### src/rtl/booth_mult_arbiter.sv
// Round-robin front end that time-shares one sequential Booth multiplier among N_REQ requesters.
// Operands go out on a single bus (start, multiplicand, multiplier); a watchdog bounds each job.
module booth_mult_arbiter #(
  parameter int N_REQ   = 4,
  parameter int WIDTH   = 16,
  parameter int TIMEOUT = 64
) (
  input  logic                     clk,
  input  logic                     rst,
  input  logic [N_REQ-1:0]         req,
  input  logic [N_REQ*WIDTH-1:0]   req_a,
  input  logic [N_REQ*WIDTH-1:0]   req_b,
  output logic [N_REQ-1:0]         grant,
  output logic [N_REQ-1:0]         resp_valid,
  output logic [2*WIDTH-1:0]       resp_product,
  output logic                     resp_err,
  output logic                     mult_start,
  output logic [WIDTH-1:0]         mult_data,
  input  logic                     mult_done,
  input  logic [2*WIDTH-1:0]       mult_product,
  output logic                     mult_rst,
  output logic                     busy
);

  localparam int IDX_W = $clog2(N_REQ);
  localparam int CNT_W = $clog2(TIMEOUT) + 1;

  typedef enum logic [2:0] {IDLE, ISSUE, LOAD_M, LOAD_Q, BUSY, RESP, RECOVER} state_t;

  state_t                    state;
  logic [IDX_W-1:0]          rr_ptr;
  logic [IDX_W-1:0]          owner;
  logic [IDX_W-1:0]          pick_idx;
  logic                      pick_vld;
  logic [CNT_W-1:0]          wd_cnt;
  logic signed [WIDTH-1:0]   a_lat;
  logic signed [WIDTH-1:0]   b_lat;

  function automatic logic [IDX_W-1:0] wrap_idx(input int j);
    return (j >= N_REQ) ? IDX_W'(j - N_REQ) : IDX_W'(j);
  endfunction

  function automatic logic [IDX_W-1:0] next_ptr(input logic [IDX_W-1:0] i);
    return (i == IDX_W'(N_REQ - 1)) ? '0 : i + 1'b1;
  endfunction

  function automatic logic [N_REQ-1:0] onehot(input logic [IDX_W-1:0] i);
    return {{(N_REQ-1){1'b0}}, 1'b1} << i;
  endfunction

  // Scan from the highest offset down so the bit closest to rr_ptr wins.
  always_comb begin
    pick_vld = 1'b0;
    pick_idx = '0;
    for (int i = N_REQ - 1; i >= 0; i--) begin
      if (req[wrap_idx(int'(rr_ptr) + i)]) begin
        pick_vld = 1'b1;
        pick_idx = wrap_idx(int'(rr_ptr) + i);
      end
    end
  end

  assign mult_rst = rst | (state == RECOVER);

  always_ff @(posedge clk) begin
    if (state == IDLE && pick_vld) begin
      a_lat <= req_a[pick_idx*WIDTH +: WIDTH];
      b_lat <= req_b[pick_idx*WIDTH +: WIDTH];
    end
  end

  always_ff @(posedge clk) begin
    if (rst) begin
      state        <= IDLE;
      rr_ptr       <= '0;
      owner        <= '0;
      grant        <= '0;
      resp_valid   <= '0;
      resp_product <= '0;
      resp_err     <= 1'b0;
      mult_start   <= 1'b0;
      mult_data    <= '0;
      busy         <= 1'b0;
      wd_cnt       <= '0;
    end else begin
      case (state)
        IDLE: begin
          if (pick_vld) begin
            owner      <= pick_idx;
            grant      <= onehot(pick_idx);
            mult_start <= 1'b1;
            mult_data  <= '0;
            busy       <= 1'b1;
            state      <= ISSUE;
          end
        end
        ISSUE: begin
          mult_start <= 1'b0;
          mult_data  <= a_lat;
          state      <= LOAD_M;
        end
        LOAD_M: begin
          mult_data <= b_lat;
          state     <= LOAD_Q;
        end
        LOAD_Q: begin
          mult_data <= '0;
          wd_cnt    <= '0;
          state     <= BUSY;
        end
        // A done arriving on the last watchdog cycle still counts as success.
        BUSY: begin
          wd_cnt <= wd_cnt + 1'b1;
          if (mult_done) begin
            resp_product <= mult_product;
            resp_err     <= 1'b0;
            resp_valid   <= onehot(owner);
            state        <= RESP;
          end else if (wd_cnt == CNT_W'(TIMEOUT - 1)) begin
            resp_product <= '0;
            resp_err     <= 1'b1;
            resp_valid   <= onehot(owner);
            state        <= RESP;
          end
        end
        RESP: begin
          resp_valid <= '0;
          rr_ptr     <= next_ptr(owner);
          grant      <= '0;
          state      <= RECOVER;
        end
        RECOVER: begin
          busy  <= 1'b0;
          state <= IDLE;
        end
        default: state <= IDLE;
      endcase
    end
  end

endmodule

### config.mk
export PLATFORM = sky130hd
export DESIGN_NAME = booth_mult_arbiter
export DESIGN_NICKNAME = d
export VERILOG_FILES = /design/src/rtl/booth_mult_arbiter.sv
export SDC_FILE = /design/constraint.sdc
export NUM_CORES = 1
export LEC_CHECK = 0
export ABC_AREA = 1
export BUFFER_PORTS_ARGS = -buffer_cell sky130_fd_sc_hd__buf_2
export CAP_MARGIN = 15
export CORE_ASPECT_RATIO = 0.7
export CORE_MARGIN = 3
export CORE_UTILIZATION = 35
export DETAILED_ROUTE_END_ITERATION = 10
export GPL_ROUTABILITY_DRIVEN = 0
export MAX_ROUTING_LAYER = met4
export PLACE_DENSITY = 0.74
export SLEW_MARGIN = 20
export SYNTH_ARGS = -nofsm -noshare
export SYNTH_HDL_FRONTEND = slang
export SYNTH_SLANG_ARGS = --single-unit
### constraint.sdc
create_clock -name clk -period 2.82 [get_ports clk]
set_clock_uncertainty 0.2 [all_clocks]
set_input_delay 0.846 -clock clk [delete_from_list [all_inputs] [get_ports clk]]
set_output_delay 0.846 -clock clk [all_outputs]
set_load 0.005 [all_outputs]
# Word-level counts from Yosys, hierarchy flattened
# Index checks and enable logic that the tools add are counted.
# totals
regBits,105
# classes
mux,40
add_sub_neg,9
shifts,4
eq_ne,10
reduce_logical,17
n_lt_le_gt_ge,8
bitwise_logic,1
# op_table
op,count
$shiftx 64x7->16,2
$mux 32,2
$pmux 16 s4,1
$mux 2,9
$pmux 3 s6,1
$mux 16,1
$pmux 4 s2,2
$reduce_and 2->1,8
$pmux 7 s2,1
$lt 2x3->1 const B,4
$mux 4,3
$reduce_bool 2->1,6
$mux 1,11
$eq 3x3->1 const B,3
$ge 3x3->1 const B,3
$mux 3,3
$bmux 1 s2,4
$shl 1x2->4 const A,2
$sub 2x1->2 const B,4
$add 7x1->7 const B,1
$eq 7x6->1 const B,1
$add 2x2->3 const B,2
$eq 3x2->1 const B,2
$pmux 1 s2,2
other kinds (11),11

# Longest topological paths before layout
# Gate-level depths: netlist of the first run.
# depth
ltp_word,12
ltp_mapped,15
mapped_depth_nobuf,14

# Least setup slack after synthesis of the first run
# OpenSTA, ideal clock, no wires.
# synth_timing
path_type,input to register
startpoint,input req[0]
endpoint,register grant[1]
cell_stages,12
t_required_ns,2.555
setup_slack_ns,0.088
setup_ns,0.065
n_path_buf,0
t_arrival_ns,2.467
path_cell_list,nand2_1 nand2_1 nand2_1 nand2_1 inv_1 nand3_1 nand2_1 inv_1 nand2_1 nor2_1 nor2_1 nor2_1
# synth_via
elab_chain_len,9
# synth_rtl
element,line,rtl
from (decl),10,"input logic [N_REQ-1:0] req,"
$bmux 1 s2,56,if (req[wrap_idx(int'(rr_ptr) + i)]) begin
$mux 1 (not written as such),56,
$mux 2 (4 in a row),56,
$shl 1x2->4,48,"return {{(N_REQ-1){1'b0}}, 1'b1} << i;"
$mux 4,88,if (pick_vld) begin
$pmux 4 s2,86,case (state)
to (signal assigned),90,grant <= onehot(pick_idx);
to (decl),13,"output logic [N_REQ-1:0] grant,"
# Several ways; a longest one is shown, not always the timed one. The select of a mux whose other input is x is not followed.
# A chain may end at the register's enable or synchronous reset.

# Worst setup path after layout of the first run
# layout_timing
startpoint,register rr_ptr[0]
endpoint,"register a_lat[13], data pin"
# layout_via
elab_chain_len,10
# layout_rtl
element,line,rtl
from (decl),31,logic [IDX_W-1:0] rr_ptr;
from (signal assigned),128,rr_ptr <= next_ptr(owner);
$add 2x2->3,"56, 58",
$ge 3x3->1 or $sub 2x1->2 (tied branches),40,return (j >= N_REQ) ? IDX_W'(j - N_REQ) : IDX_W'(j);
$mux 2,40,
$bmux 1 s2,56,
$mux 1 (not written as such),56,
$mux 2 (3 in a row),56,
$mux 2 *,56,
$shiftx 64x7->16 *,67,a_lat <= req_a[pick_idx*WIDTH +: WIDTH];
to (signal assigned),67,
to (decl),36,logic signed [WIDTH-1:0] a_lat;
# Mark *: on every way between the ends. The rest lies on a longest branch, timed or not. The select of a mux whose other input is x is not followed.

==> flow_metrics.py, run 1 <==
metrics = {
    "critical_path": {
        "r2r_cells": 13,
        "critPathMaxFanout": 19,
        "worstSetupPathType": "flop to flop",
        "worstPathRequired_ns": 2.72,
        "start_kind": "flop",
        "reg2reg_setup_slack_ns": 0.43,
        "crit_path_end_kind": "flop",
        "worstPathArrival_ns": 2.30,
        "r2r-start": "rr_ptr[0]$_SDFFE_PP0N_",
        "timing.rr.end": "a_lat[13]$_DFFE_PP_",
    },
    "cells_and_area": {
        "nNetsFinal": 1073,
        "mostFrequentLayoutCell": "buf_2",
        "design_area_mm2": 0.00685,
        "areaGrowthSynthToFinish_pct": 33.3,
        "final_cell_mix": "buf_2, nand2_1, nand3_1, dfxtp_1, a21oi_1",
        "drive_gt1_frac": 0.298,
    },
    "yosys": {
        "yosys.area.top_type": "dfxtp_1",
        "syn_area_per_cell_um2": 7.51,
        "yosysUniqueCellTypes": 29,
        "synthesis.area_mm2": 0.00514,
        "ys_ff_latch": 105,
        "syn-num-nets": 856,
        "yosysWarningCount": 0,
        "synth_top_area_share": 0.284,
        "netlist_instances": 684,
        "seq_area_frac_synth": 0.472,
        "synth_area_leaders": "dfxtp_1, edfxtp_1, nand2_1",
    },
    "pwr": {
        "p_sw_w": 0.00104,
        "combPwrFrac": 0.188,
        "seqPwrFrac": 0.482,
        "p_int_w": 0.00269,
        "switching_share": 0.278,
        "vdd_drop_max_uv": 308,
        "clkPwrFrac": 0.330,
        "finalPower_w": 0.00373,
        "p_leak_nw": 3.28,
        "p_per_area_mw_per_mm2": 545,
    },
    "sta": {
        "finalSetupViolations": 0,
        "min_period_ns": 2.39,
        "fmax_ghz": 0.418,
        "relSlewSlack": 0.569,
        "rsz0062_at_grt": "no",
        "hold_violations": 0,
        "whs_ns": 0.258,
        "tns_ns": 0,
        "fin_crit_sh": 0.849,
        "drv_slew": 0,
        "worst_pin_slew_ns": 0.646,
    },
    "die": {
        "coreArea_mm2": 0.0141,
        "die_h_um": 107,
        "ios": 227,
        "rows": 36,
        "start_util": 0.363,
        "die_w_um": 151,
        "die_area_mm2": 0.0162,
    },
    "min_path": {
        "whs_path_depth": 2,
        "holdPathEnd": "resp_product[8]$_SDFFE_PP0P_",
        "min-delay-path-class": "flop to flop",
        "min_from": "resp_product[8]$_SDFFE_PP0P_",
    },
    "clock_network": {
        "h-tree-depth": 3,
        "cts_tree": "done",
        "postCtsResizedCells": 0,
        "cts_hold_buffers": 0,
        "clk_root_buffer_cell": "clkbuf_16",
        "cts.sinks": 105,
        "cts_buffers": 9,
        "clk_latency_ns": 0.34,
        "post_cts_buffers": 0,
        "clk_path_buf_depth": 2,
        "clkTransAtPathRegs_ns": 0.07,
    },
    "placed_design": {
        "placed_area_mm2": 0.00655,
        "dpl.hpwl_um": 11900,
        "portBuffers": 226,
    },
    "grt": {
        "grt_pass1_vias": 5037,
        "grt_overflow_total": 0,
        "grt_pass1_wl_um": 24700,
        "grt_max_degree": 60,
        "grt_usage": 0.196,
        "antenna_found_initial": 1,
    },
    "detailed_routing": {
        "via_per_inst": 4.86,
        "drt_iter0_drc": 344,
        "routedWlPerCell_um": 14.2,
        "wl_um": 15600,
        "ant_nets": 0,
        "first_pass_iters": 5,
        "vias": 5328,
        "drcViolationCount": 0,
    },
    "run": {
        "maxCapViolCount": 0,
    },
    "status": {
        "status": "finished, final reports clean",
    },
}
-- power groups by stage --
stage          clock (W)  sequential (W)  combinational [W]
2_1_floorplan          0         0.00181           0.000398
3_3_place_gp           0         0.00183           0.000693
3_5_place_dp           0         0.00183           0.000705
4_1_cts          0.00127         0.00180           0.000708
5_1_grt          0.00134         0.00181           0.000794
6_report         0.00123         0.00180           0.000702
-- area by class of cell --
| cell class | count | area (um^2) |
|---|---|---|
| Sequential cell | 105 | 2420 |
| Multi-Input combinational cell | 480 | 2310 |
| Clock buffer | 11 | 253 |
| Clock inverter | 5 | 43.8 |
| Inverter | 62 | 235 |
| Timing Repair Buffer | 243 | 1350 |
| Antenna cell | 1 | 2.50 |
| Fill cell | 1412 | 7290 |
| Tap cell | 190 | 238 |
-- synth_stat cells (all sizes together) --
cell	instances
inv	62
a21oi	61
a221oi	1
nand3	75
nand3b	31
nor3	1
a32o	16
a31oi	1
ha	5
clkbuf	26
a211oi	1
nor2	44
nand4	3
nor4	1
or2	1
nand2	220
dfxtp	73
buf	11
o21ai	19
edfxtp	32
-- stage by stage --
stage                     cells  setup WS, ns   util
after floorplan             684        0.0883      -
after global placement     1080         0.111  0.463
after detailed placement   1080         0.102  0.463
after CTS                  1096         0.419  0.484
after global routing       1097         0.143  0.484
final                      1097         0.425  0.484
-- per-layer routing --
metal | wire length, um | GRT usage | vias up
li1 | - | - | 2689
met1 | 6870 | 0.258 | 2451
met2 | 7470 | 0.315 | 179
met3 | 1170 | 0.0463 | 9
met4 | 114 | 0.0330 | 0
met5 | 0 | - | -
-- critical path: stages (launching register included) --
cell	delay (ns)
dfxtp_1	0.55
inv_4	0.09
nand2_1	0.07
nand2_1	0.06
nand2_1	0.08
nand2_1	0.11
nor2_1	0.12
nor2_1	0.05
nand2_2	0.13
nand2_4	0.09
buf_4	0.21
or2_2	0.28
nand2_1	0.06
nand2_1	0.04
-- registers in the layout, indices dropped and copies added, names as in the netlist --
name	cells
a_lat	16
resp_valid	4
owner	2
resp_product	32
resp_err	1
b_lat	16
mult_start	1
rr_ptr	2
busy	1
grant	4
mult_data	16
state	3
wd_cnt	7
-- logic make-up (layout without fill, tap and decap cells) --
| kind of cell | after synthesis | after routing | synth area share |
|---|---|---|---|
| buffers and inverters | 99 | 321 | 0.0796 |
| adder cells (fa/ha/maj) | 5 | 5 | 0.0122 |
| flip-flops | 105 | 105 | 0.472 |
| AO/OA/AOI/OAI | 99 | 99 | 0.113 |
| AND/OR/NAND/NOR | 376 | 376 | 0.323 |
| other | 0 | 1 | 0 |
-- worst max path at each step --
stage,startpoint,end,slack [ns],cells after the start
after floorplan,req[0],grant[1]$_SDFFE_PP0P_,0.09,12
after global placement,req[0],a_lat[13]$_DFFE_PP_,0.11,13
after detailed placement,req[3],a_lat[13]$_DFFE_PP_,0.10,13
after CTS,rr_ptr[0]$_SDFFE_PP0N_,a_lat[13]$_DFFE_PP_,0.42,13
after global routing,rr_ptr[0]$_SDFFE_PP0N_,a_lat[6]$_DFFE_PP_,0.14,13
final,rr_ptr[0]$_SDFFE_PP0N_,a_lat[13]$_DFFE_PP_,0.43,13
No activity file was read; power rests on OpenSTA's default activity.
==> inputs of run 2 (changes only) <==
Settings changed: PLACE_DENSITY 0.74 to 0.77.
Clock period 2.82 ns to 2.1 ns, I/O delays scaled along.
==> run 2 against run 1 <==
  * The run now ends with setup timing left
  * Final cell count rose by 3.7%
  * Total power up 43%
  * Largest cell class is now multi-input combinational cells
  * Utilization is 5.9 points higher
  * Critical path depth unchanged
  * Via count grew 5.5%
  * Routed wire length rose by 12%
  * Global-route usage is 2.0 points higher
  * Combinational power grew 78%
  * Highest routed layer unchanged
  * Flip-flop and latch count unchanged
  * Sequential power is 34% higher
  * Maximum frequency rose by 10%
  * Register-to-register slack worse by 0.49 ns
==> flow_metrics.py, run 2 (synthesized netlist as in run 1, its figures left out) <==
metrics = {
    "status": {
        "status": "finished, violations left",
        "violations": "setup timing",
    },
    "sta": {
        "worst_pin_slew_ns": 0.339,
        "whs_ns": 0.260,
        "finalSetupViolations": 25,
        "min_period_ns": 2.17,
        "rsz0062_at_grt": "yes",
        "worst_slack_ns": -0.0681,
        "hold_violations": 0,
        "fin_crit_sh": 1.03,
        "relSlewSlack": 0.772,
        "fmax_ghz": 0.461,
        "drv_slew": 0,
    },
    "die": {
        "coreArea_mm2": 0.0141,
        "die_h_um": 107,
        "rows": 36,
        "start_util": 0.363,
        "die_area_mm2": 0.0162,
        "die_w_um": 151,
        "ios": 227,
    },
    "clock_network": {
        "clkTransAtPathRegs_ns": 0.07,
        "clk_path_buf_depth": 2,
        "cts_buffers": 9,
        "cts_tree": "done",
        "cts_hold_buffers": 0,
        "h-tree-depth": 3,
        "clk_root_buffer_cell": "clkbuf_16",
        "clk_latency_ns": 0.35,
        "cts.sinks": 105,
    },
    "critical_path": {
        "cp-startpoint": "rr_ptr[0]$_SDFFE_PP0N_",
        "r2r-start": "rr_ptr[0]$_SDFFE_PP0N_",
        "critPathTopFamily": "simple AND/OR/NAND/NOR gates",
        "start_kind": "flop",
        "cp_common_cell": "nand2_2",
        "crit_buf_inv": 3,
        "crit_chain": "inv_8 > nand2_2 > nand2_2 > nand2_2 > nand2_4 > o21ai_2 > nand2_2 > nand2_4 > buf_12 > buf_12 > nand2_2 > nand3_2 > nand3_2",
        "timing.rr.end": "a_lat[12]$_DFFE_PP_",
        "cpPeakStageDelay_ns": 0.45,
        "cp_slowest_cell": "dfxtp_4",
        "reg2reg_setup_slack_ns": -0.07,
        "critPathMaxFanout": 8,
        "crit_path_end_kind": "flop",
        "worstPathArrival_ns": 2.06,
        "worstSetupPathType": "flop to flop",
        "r2r_cells": 13,
        "worstPathRequired_ns": 2.00,
    },
    "cells_and_area": {
        "final_cell_mix": "buf_2, nand2_1, dfxtp_1, a21oi_1, inv_1",
        "areaGrowthSynthToFinish_pct": 49.5,
        "fill_cells": 1313,
        "mostFrequentLayoutCell": "buf_2",
        "largest-register": "resp_product",
        "diodes": 0,
        "nNetsFinal": 1115,
        "multiInputGateArea_mm2": 0.00271,
        "largest_register_ff_count": 32,
        "seq_area_mm2": 0.00243,
        "drive_gt1_frac": 0.435,
    },
    "pwr": {
        "p_per_area_mw_per_mm2": 694,
        "p_leak_nw": 3.68,
        "vdd_drop_max_uv": 455,
        "finalPower_w": 0.00533,
    },
    "detailed_routing": {
        "drcViolationCount": 0,
        "highest_layer": "met4",
        "dr_wl_met2_um": 8080,
        "via_per_inst": 4.94,
        "ant_nets": 0,
        "first_pass_iters": 4,
        "wl_um": 17600,
        "vias": 5621,
        "drt-met1-wl_um": 7650,
        "drt_iter0_drc": 334,
        "routedWlPerCell_um": 15.4,
        "wl_met3_um": 1480,
    },
    "min_path": {
        "holdPathEnd": "resp_product[27]$_SDFFE_PP0P_",
        "min_from": "resp_product[27]$_SDFFE_PP0P_",
        "whs_path_depth": 2,
        "min-delay-path-class": "flop to flop",
    },
    "grt": {
        "grt_pass1_vias": 5225,
        "grt_overflow_total": 0,
        "grt_usage": 0.216,
        "grt_max_degree": 34,
        "grt_pass1_wl_um": 26600,
        "antenna_found_initial": 0,
    },
    "placed_design": {
        "portBuffers": 226,
        "dpl.hpwl_um": 12600,
    },
    "run": {
        "maxCapViolCount": 0,
    },
}
==> run 2: worst max-delay path by stage <==
stage | to | depth (start not counted)
2_1_floorplan | grant[1]$_SDFFE_PP0P_ | 12
6_report | a_lat[12]$_DFFE_PP_ | 13
3_5_place_dp | a_lat[13]$_DFFE_PP_ | 13
5_1_grt | a_lat[12]$_DFFE_PP_ | 14
3_3_place_gp | a_lat[8]$_DFFE_PP_ | 13
4_1_cts | a_lat[15]$_DFFE_PP_ | 14
==> run 2: worst min-delay path: stages (launching register included) <==
cell	delay, ns
dfxtp_1	0.31
nand2_1	0.06
a21oi_1	0.05
==> run 2: layout make-up <==
cell class,instances,share of cell area
Clock buffer,10,0.0311
Inverter,62,0.0324
Clock inverter,6,0.00733
Timing Repair Buffer,285,0.230
Sequential cell,105,0.316
Tap cell,190,0.0309
Multi-Input combinational cell,480,0.352
==> run 2: timing repair <==
action | in CTS | in global routing
gates cloned | 3 | 0
buffers inserted | 10 | 1
endpoints found under the setup margin | 33 | 125
pin swaps | 30 | 22
gates resized for setup | 71 | 60
==> run 2: routing by layer <==
metal  up-vias  GRT usage
met4         0     0.0614
met3        28     0.0581
met1      2588      0.283
met5         -          -
met2       229      0.330
li1       2776          -
==> run 2: stage by stage <==
stage | TNS (ns) | instances | worst slack (ns) | cell area [um^2] | utilization
final | -0.925 | 1138 | -0.0681 | 7680 | 0.543
after global placement | -15.02 | 1112 | -0.351 | 6830 | 0.483
after floorplan | -7.50 | 684 | -0.248 | 5180 | -
after global routing | -5.39 | 1138 | -0.159 | 7680 | 0.543
after CTS | -0.286 | 1140 | -0.0221 | 7530 | 0.533
after detailed placement | -16.39 | 1112 | -0.370 | 6830 | 0.483
==> run 2: power by group <==
part	switching, W	internal (W)	total (W)
clock	0.000797	0.000867	0.00166
sequential	0.0000938	0.00232	0.00241
combinational	0.000676	0.000576	0.00125
total	0.00157	0.00376	0.00533
==> inputs of run 3 (changes only) <==
Settings changed: CELL_PAD_IN_SITES_DETAIL_PLACEMENT set to 1, CELL_PAD_IN_SITES_GLOBAL_PLACEMENT set to 2, CORE_UTILIZATION 35 to 23, PLACE_DENSITY 0.77 to 0.89.
==> run 3 against run 2 <==
  * The flow still finishes with violations (setup timing)
  * Global-route usage decreased by 4.7 points
  * Highest routed layer unchanged
  * Final cell count increased by 8.2%
  * Clock power about the same
  * Total power increased by 1.1%
  * Combinational power about the same
  * Utilization decreased by 18 points
  * Worst setup slack got worse by 0.034 ns
  * Maximum frequency decreased by 1.6%
  * Largest cell class unchanged
  * Critical endpoint is now b_lat[4]$_DFFE_PP_
  * Sequential power about the same
  * Clock-buffer cell count decreased by 1
  * Routed wire length increased by 18%
==> flow_metrics.py, run 3 (synthesized netlist as in run 1, its figures left out) <==
metrics = {
    "sta": {
        "finalSetupViolations": 32,
        "fin_crit_sh": 1.05,
        "relSlewSlack": 0.773,
        "fmax_ghz": 0.454,
        "worst_pin_slew_ns": 0.337,
        "tns_ns": -2.24,
        "drv_slew": 0,
        "worst_slack_ns": -0.103,
        "hold_violations": 0,
        "min_period_ns": 2.20,
        "rsz0062_at_grt": "yes",
        "whs_ns": 0.258,
    },
    "cells_and_area": {
        "largest_register_ff_count": 32,
        "instances_no_fill": 1231,
        "diodes": 0,
        "mostFrequentLayoutCell": "buf_2",
        "fill_cells": 2653,
        "largest-register": "resp_product",
        "seq_area_mm2": 0.00243,
        "drive_gt1_frac": 0.413,
        "final_cell_mix": "buf_2, nand2_1, dfxtp_1, a21oi_1, nand3_1",
        "multiInputGateArea_mm2": 0.00262,
        "nNetsFinal": 1116,
        "areaGrowthSynthToFinish_pct": 52.7,
    },
    "min_path": {
        "holdPathEnd": "resp_product[3]$_SDFFE_PP0P_",
        "min_from": "resp_product[3]$_SDFFE_PP0P_",
        "min-delay-path-class": "flop to flop",
        "whs_path_depth": 2,
    },
    "placed_design": {
        "portBuffers": 226,
        "dp_cells": 1193,
        "place_ws_ns": -0.380,
        "dpl.hpwl_um": 14600,
    },
    "grt": {
        "grt_max_degree": 33,
        "grt_pass1_wl_um": 30800,
        "grt_usage": 0.169,
        "antenna_found_initial": 0,
        "grt_pass1_vias": 5784,
        "grt_overflow_total": 0,
    },
    "detailed_routing": {
        "drcViolationCount": 0,
        "first_pass_iters": 4,
        "vias": 5639,
        "drt_iter0_drc": 228,
        "wl_um": 20700,
        "ant_nets": 0,
        "via_per_inst": 4.58,
        "routedWlPerCell_um": 16.8,
    },
    "critical_path": {
        "crit_path_end_kind": "flop",
        "r2r-start": "rr_ptr[0]$_SDFFE_PP0N_",
        "worstSetupPathType": "flop to flop",
        "cp_common_cell": "nand2_4",
        "crit_chain": "buf_6 > nand2_1 > nand2_2 > nand2_4 > nand2_4 > nor2_4 > nor2_2 > nand2_2 > nand2_4 > buf_6 > nor2_4 > clkbuf_16 > nand2_1 > nand3_1",
        "start_kind": "flop",
        "timing.rr.end": "b_lat[4]$_DFFE_PP_",
        "cp_slowest_cell": "dfxtp_4",
        "worstPathArrival_ns": 2.23,
        "cpPeakStageDelay_ns": 0.37,
        "reg2reg_setup_slack_ns": -0.10,
        "r2r_cells": 14,
        "critPathMaxFanout": 15,
        "worstPathRequired_ns": 2.12,
    },
    "clock_network": {
        "clk_path_buf_depth": 2,
        "clk_latency_ns": 0.36,
        "cts_hold_buffers": 0,
        "cts.sinks": 105,
        "clk_root_buffer_cell": "clkbuf_16",
        "cts_buffers": 9,
        "h-tree-depth": 3,
        "clkTransAtPathRegs_ns": 0.08,
        "cts_tree": "done",
    },
    "die": {
        "die_w_um": 185,
        "die_area_mm2": 0.0242,
        "start_util": 0.236,
        "coreArea_mm2": 0.0218,
        "ios": 227,
        "die_h_um": 131,
        "rows": 45,
    },
    "status": {
        "status": "finished, violations left",
        "violations": "setup timing",
    },
    "run": {
        "maxCapViolCount": 0,
    },
    "pwr": {
        "finalPower_w": 0.00539,
        "p_per_area_mw_per_mm2": 687,
        "p_leak_nw": 3.69,
        "vdd_drop_max_uv": 366,
    },
}
run 3: cell types whose count changed in the layout (fill, tap and decap cells not counted), moves of 3 or more:
cell,before,now
clkinv_4,0,3
buf_6,7,3
nand3_1,43,57
buf_16,0,5
nand2_2,43,34
nand3_2,31,17
nand2_1,162,170
run 3: area by class of cell:
class | instances | area share
multi-input cells | 480 | 0.334
flip-flops and latches | 105 | 0.310
repair buffers | 286 | 0.241
well taps | 282 | 0.0450
inverters | 62 | 0.0317
clock buffers | 9 | 0.0287
clock inverters | 7 | 0.00909
run 3: how the worst max path moves through the flow:
stage	cells past startpoint	from	slack, ns	endpoint
2_1_floorplan	12	req[2]	-0.25	grant[1]$_SDFFE_PP0P_
3_3_place_gp	13	req[2]	-0.32	b_lat[1]$_DFFE_PP_
3_5_place_dp	12	req[0]	-0.38	a_lat[15]$_DFFE_PP_
4_1_cts	15	rr_ptr[0]$_SDFFE_PP0N_	-0.08	a_lat[2]$_DFFE_PP_
5_1_grt	14	rr_ptr[0]$_SDFFE_PP0N_	-0.24	b_lat[7]$_DFFE_PP_
6_report	14	rr_ptr[0]$_SDFFE_PP0N_	-0.10	b_lat[4]$_DFFE_PP_
run 3: metrics by stage:
stage / cell area, um^2 / util
floorplan: 5180 / -
global placement: 6890 / 0.316
detailed placement: 6890 / 0.316
CTS: 7570 / 0.347
global route: 7840 / 0.360
finish: 7840 / 0.360
run 3: routing by layer:
metal / vias up / track usage / share of wire
met1: 2657 / 0.220 / 0.47
met3: 21 / 0.0437 / 0.067
met2: 180 / 0.265 / 0.45
met5: - / - / 0
li1: 2781 / - / -
met4: 0 / 0.0432 / 0.016
run 3: repair_timing:
action                                  in CTS  in global routing
endpoints found under the setup margin      35                125
cloned                                       5                  2
pin swaps                                   18                 30
resized for setup                           37                 66
setup buffers                               14                  2
run 3: critical path, delay by kind of cell (launching register included):
family / cells / cell delay [ns]
flops: 1 / 0.37
simple gates: 11 / 1.01
buf+inv: 3 / 0.49
run 3: power by group:
part | leakage, nW | switching (W) | total (W) | internal [W]
sequential | 0.908 | 0.000103 | 0.00242 | 0.00232
clock | 0.145 | 0.000853 | 0.00169 | 0.000839
combinational | 2.64 | 0.000685 | 0.00127 | 0.000588
